[src/rtl/router_pkg.sv]
// Shared types and constants for the ingress-to-engine scheduling path.
package router_pkg;

  typedef enum logic [2:0] {
    StIdle,
    StGrant,
    StWaitDone,
    StFlush,
    StRelease
  } state_e;

  localparam int unsigned DROP_CNT_W = 16;

  function automatic int unsigned port_idx_width(input int unsigned num_ports);
    return (num_ports > 1) ? $clog2(num_ports) : 1;
  endfunction

endpackage

[src/rtl/rr_arbiter.sv]
// Combinational round-robin pick: first requester strictly after last_grant, wrapping to 0.
module rr_arbiter #(
  parameter int unsigned NUM_PORTS  = 4,
  parameter int unsigned PORT_IDX_W = 2
) (
  input  logic [NUM_PORTS-1:0]  req_i,
  input  logic [PORT_IDX_W-1:0] last_grant_i,
  output logic [PORT_IDX_W-1:0] winner_o,
  output logic                  any_req_o
);

  logic                  hi_any;
  logic [PORT_IDX_W-1:0] hi_win;
  logic [PORT_IDX_W-1:0] lo_win;

  // Equivalent to rotate/priority-encode/unrotate: lowest requester above last_grant,
  // otherwise lowest requester overall (the wrapped half).
  always_comb begin
    hi_any = 1'b0;
    hi_win = '0;
    lo_win = '0;
    for (int i = int'(NUM_PORTS) - 1; i >= 0; i--) begin
      if (req_i[i]) begin
        lo_win = PORT_IDX_W'(i);
        if (i > int'(last_grant_i)) begin
          hi_any = 1'b1;
          hi_win = PORT_IDX_W'(i);
        end
      end
    end
  end

  assign winner_o  = hi_any ? hi_win : lo_win;
  assign any_req_o = |req_i;

endmodule

[src/rtl/rx_port_scheduler.sv]
// Round-robin scheduler sharing one forwarding engine between NUM_PORTS ingress buffers.
module rx_port_scheduler
  import router_pkg::*;
#(
  parameter int unsigned NUM_PORTS      = 4,
  parameter int unsigned PORT_IDX_W     = port_idx_width(NUM_PORTS),
  parameter int unsigned TIMEOUT_CYCLES = 4096,
  parameter int unsigned TIMEOUT_W      = 13
) (
  input  logic                  aclk,
  input  logic                  aresetn,
  input  logic [NUM_PORTS-1:0]  port_enable,
  input  logic [NUM_PORTS-1:0]  buf_ready,
  output logic [NUM_PORTS-1:0]  buf_flush,
  output logic                  eng_start,
  output logic [PORT_IDX_W-1:0] eng_port,
  input  logic                  eng_done,
  output logic                  busy,
  output logic                  timeout_err,
  output logic [DROP_CNT_W-1:0] drop_cnt
);

  state_e                 state_q;
  logic [PORT_IDX_W-1:0]  eng_port_q;
  logic [PORT_IDX_W-1:0]  last_grant_q;
  logic [TIMEOUT_W-1:0]   timer_q;
  logic [DROP_CNT_W-1:0]  drop_cnt_q;
  logic                   eng_start_q;
  logic [NUM_PORTS-1:0]   buf_flush_q;

  logic [NUM_PORTS-1:0]   req;
  logic [PORT_IDX_W-1:0]  winner;
  logic                   any_req;
  logic                   timer_max;

  assign req = buf_ready & port_enable;

  rr_arbiter #(
    .NUM_PORTS  (NUM_PORTS),
    .PORT_IDX_W (PORT_IDX_W)
  ) u_rr_arbiter (
    .req_i        (req),
    .last_grant_i (last_grant_q),
    .winner_o     (winner),
    .any_req_o    (any_req)
  );

  assign timer_max = (state_q == StWaitDone) && (timer_q == TIMEOUT_W'(TIMEOUT_CYCLES - 1));

  always_ff @(posedge aclk or negedge aresetn) begin
    if (!aresetn) begin
      state_q      <= StIdle;
      eng_port_q   <= '0;
      last_grant_q <= PORT_IDX_W'(NUM_PORTS - 1);
      timer_q      <= '0;
      drop_cnt_q   <= '0;
      eng_start_q  <= 1'b0;
      buf_flush_q  <= '0;
    end else begin
      eng_start_q <= 1'b0;
      buf_flush_q <= '0;
      unique case (state_q)
        StIdle: begin
          if (any_req) begin
            state_q      <= StGrant;
            eng_port_q   <= winner;
            last_grant_q <= winner;
            eng_start_q  <= 1'b1;
          end
        end
        StGrant: begin
          timer_q <= '0;
          state_q <= StWaitDone;
        end
        StWaitDone: begin
          if (eng_done || timer_max) begin
            state_q     <= StFlush;
            buf_flush_q <= NUM_PORTS'(1) << eng_port_q;
            // Completion in the final cycle is not a drop.
            if (!eng_done && (drop_cnt_q != '1)) begin
              drop_cnt_q <= drop_cnt_q + 1'b1;
            end
          end else begin
            timer_q <= timer_q + 1'b1;
          end
        end
        StFlush:   state_q <= StRelease;
        StRelease: state_q <= StIdle;
        default:   state_q <= StIdle;
      endcase
    end
  end

  assign eng_start   = eng_start_q;
  assign eng_port    = eng_port_q;
  assign buf_flush   = buf_flush_q;
  assign busy        = (state_q != StIdle);
  assign timeout_err = timer_max && !eng_done;
  assign drop_cnt    = drop_cnt_q;

endmodule

[config.mk]
export PLATFORM = sky130hd
export DESIGN_NAME = rx_port_scheduler
export DESIGN_NICKNAME = d
export VERILOG_FILES = /design/src/rtl/router_pkg.sv /design/src/rtl/rr_arbiter.sv /design/src/rtl/rx_port_scheduler.sv
export SDC_FILE = /design/constraint.sdc
export NUM_CORES = 1
export LEC_CHECK = 0
export CAP_MARGIN = 20
export CORE_AREA = 2 2 48 95
export CTS_CLUSTER_SIZE = 24
export DETAILED_ROUTE_END_ITERATION = 8
export DIE_AREA = 0 0 50 97
export GPL_TIMING_DRIVEN = 0
export MAX_ROUTING_LAYER = met4
export PLACE_DENSITY = 0.74
export SYNTH_ARGS = -nofsm -noshare
export SYNTH_HDL_FRONTEND = slang
export SYNTH_HIERARCHICAL = 1
export SYNTH_SLANG_ARGS = --single-unit
export TNS_END_PERCENT = 20
[constraint.sdc]
create_clock -name aclk -period 3.1 [get_ports aclk]
set_input_delay 0.62 -clock aclk [delete_from_list [all_inputs] [get_ports aclk]]
set_output_delay 0.62 -clock aclk [all_outputs]
set_load 0.02 [all_outputs]
==> impl_metrics.json <==
{
  "place_congestion": 0.916,
  "critPathCaptureType": "output pin",
  "crit_top_cell": "dlygate4sd2_1",
  "cts_buffers": 5,
  "grt_pass1_vias": 1781,
  "syn_to_final_growth_pct": 24.7,
  "layout_common_cells": "dfrtp_1 (39), nand2_1 (32), clkdlybuf4s50_1 (32)",
  "async_flop_share_pct": 100,
  "worst_path_max_delay_cell": "or4b_4",
  "setup_viol": 0,
  "num_rows": 33,
  "critPathKind": "input port to output pin",
  "drt_wl_total_um": 4620,
  "yosysUniqueCellTypes": 49,
  "clockBufferDepth": 2,
  "p_int_mw": 0.955,
  "route.detailed.wl_per_inst_um": 14.8,
  "syn_nets": 229,
  "ios": 36,
  "switching_share_pct": 36.3,
  "syn_avg_cell_area_um2": 9.62,
  "cellLeakagePower_nw": 1.09,
  "start_kind": "input port",
  "avgViaCountPerCell": 5.72,
  "hpwl_um": 3480,
  "path_buf_inv": 2,
  "drt_first_pass_iters": 5,
  "fin_ws_ns": 0.147,
  "fin_nets": 272,
  "core_area_um2": 4090,
  "grt.overflow.total": 0,
  "worst_pin_slew_ns": 0.755,
  "finClkSkew_ns": 0.00687,
  "worstPathMaxFanout": 8,
  "yosysSeqAreaShare_pct": 49.5,
  "max_freq_mhz": 339,
  "clkLatencyLatePin_ns": 0.30,
  "die_area_um2": 4850,
  "period_share_pct": 95.3,
  "cpPeakStageDelay_ns": 0.57,
  "grt_max_degree": 38,
  "hp-class": "input port to asynchronous set/reset pin",
  "irDropWorstVdd_mv": 0.542,
  "final_common_cell": "dfrtp_1",
  "netlist_area_um2": 2080,
  "max_slew_margin_pct": 49.2,
  "max_cap_violations": 0,
  "finalHoldViolCount": 0,
  "io_buffers": 35,
  "combinationalPowerShare_pct": 31.0,
  "drive_above_1_share_pct": 8.46,
  "finalMaxSlewViolations": 0,
  "cts_tree": "yes",
  "status": "finished, final reports clean",
  "synth_edf_count": 0,
  "syn_inst": 216,
  "grt.total_usage_pct": 21.7,
  "drc": 0,
  "rsz0062_at_grt": "no",
  "pwr-share-clk_pct": 23.0,
  "die_w_um": 50,
  "synth_flop_cell": "dfrtp_1",
  "pre_cts_slack_ns": -0.376,
  "switchingPower_mw": 0.545,
  "via_count": 1784,
  "cts_sinks": 41,
  "drt_iter0_drc": 29,
  "antenna-diode-count": 0,
  "ant_nets": 0,
  "path_cells": "dlygate4sd2_1 -> or4b_4 -> or3_4 -> nor2_1 -> dlygate4sd2_1",
  "finalSetupTns_ns": 0,
  "yosys_warnings": 6,
  "cp.required_ns": 2.48,
  "cts.clk_slew.worst_paths_ns": 0.08,
  "powerDensity_nw_per_um2": 579,
  "grt_pass1_wl_um": 7900,
  "die_height_um": 97,
  "seq_power_share_pct": 46.0,
  "layout_min_cycle_time_ns": 2.95,
  "htree_levels": 2,
  "synth-seq-cells": 41,
  "r2r_setup_slack_ns": 0.62,
  "crit_family": "simple AND/OR/NAND/NOR gates",
  "antenna_found_initial": 0,
  "initial_utilization_pct": 50.8,
  "cts_root_buf": "clkbuf_8",
  "cp.arrival_ns": 2.33
}
## stage by stage
step,util [%],cell area [µm²],hold WS (ns),std cells,power (mW)
6_report,63.4,2590,0.124,312,1.50
4_1_cts,63.4,2590,0.124,312,1.51
5_1_grt,63.4,2590,0.131,312,1.59
2_1_floorplan,-,2080,0.324,216,0.985
3_3_place_gp,61.0,2490,0.477,303,1.16
3_5_place_dp,61.4,2510,0.448,304,1.17
## layout make-up
| class | instances | area, µm² |
|---|---|---|
| buffer | 5 | 30.0 |
| timing repair buffer | 36 | 363 |
| inverter | 8 | 30.0 |
| clock inverter | 3 | 17.5 |
| tap | 52 | 65.1 |
| multi-input combinational | 162 | 990 |
| clock buffer | 5 | 68.8 |
| sequential | 41 | 1030 |
| fill | 353 | 1500 |
## worst paths after layout
path,endpoint,startpoint,depth (start not counted)
min reg2reg,last_grant_q[0]$_DFFE_PN1P_,last_grant_q[0]$_DFFE_PN1P_,2
max in group asynchronous,last_grant_q[1]$_DFFE_PN1P_,aresetn,2
min,buf_flush[3]$_DFF_PN0_,aresetn,1
max reg2reg,timer_q[7]$_DFFE_PN0P_,timer_q[0]$_DFFE_PN0P_,6
min in group aclk,last_grant_q[0]$_DFFE_PN1P_,last_grant_q[0]$_DFFE_PN1P_,2
max,timeout_err,eng_done,5
## Yosys cell counts, types with 2 or more instances
master	n	area share, %
o31ai_1	2	0.72
nor2_1	12	2.2
or2_2	2	0.60
nand4_1	10	3.0
o21a_1	2	0.72
nand2_1	32	5.8
dfrtp_1	39	47
a21oi_1	12	2.9
ha_1	2	1.2
nor3_1	6	1.4
nor3b_1	2	0.72
a31oi_1	3	0.90
o22ai_1	2	0.60
dfstp_2	2	2.5
nand4b_1	2	0.84
or3_1	4	1.2
xnor2_1	14	5.9
nand3_1	12	2.9
inv_1	7	1.3
nor4_1	3	0.90
o211ai_1	2	0.72
clkbuf_1	3	0.54
and2_1	6	1.8
o21ai_0	7	1.7
and3_1	4	1.2
## timing repair
item,CTS,global route
setup endpoints to repair,1,0
resized for setup,2,0
buffers inserted,0,0
hold buffers,0,0
## sequential cells by signal (all words and copies together) (netlist names)
name and cells:
eng_start 1, drop_cnt 16, timer_q 13, eng_port 2, state_q 3, buf_flush 4, last_grant_q 2
## power by group through the flow
stage	combinational, mW	clock, mW	sequential [mW]
2_1_floorplan	0.272	0	0.712
3_3_place_gp	0.462	0	0.698
3_5_place_dp	0.468	0	0.701
4_1_cts	0.470	0.354	0.690
5_1_grt	0.508	0.373	0.704
6_report	0.466	0.345	0.690
## routing by layer
layer  global-route usage, %  vias to the layer above  part of all wire, %
li1                        -                      866                    -
met1                    21.9                      868                   38
met2                    38.4                       39                   57
met3                    2.93                       11                  2.7
met4                    12.2                        0                  2.4
met5                       -                        -                    0
## logic make-up (layout without fill, tap and decap cells)
logic type               count (synthesis)  in the layout  share of synthesized area, %
AO/OA/AOI/OAI                           40             40                          13.1
XOR/XNOR                                15             15                          6.32
adder cells (fa/ha/maj)                  2              2                          1.20
buffers and inverters                   13             57                          2.89
flip-flops                              41             41                          49.5
multiplexers                             2              2                          1.02
AND/OR/NAND/NOR                        103            103                          25.9
No activity file was read; power rests on OpenSTA's default activity.
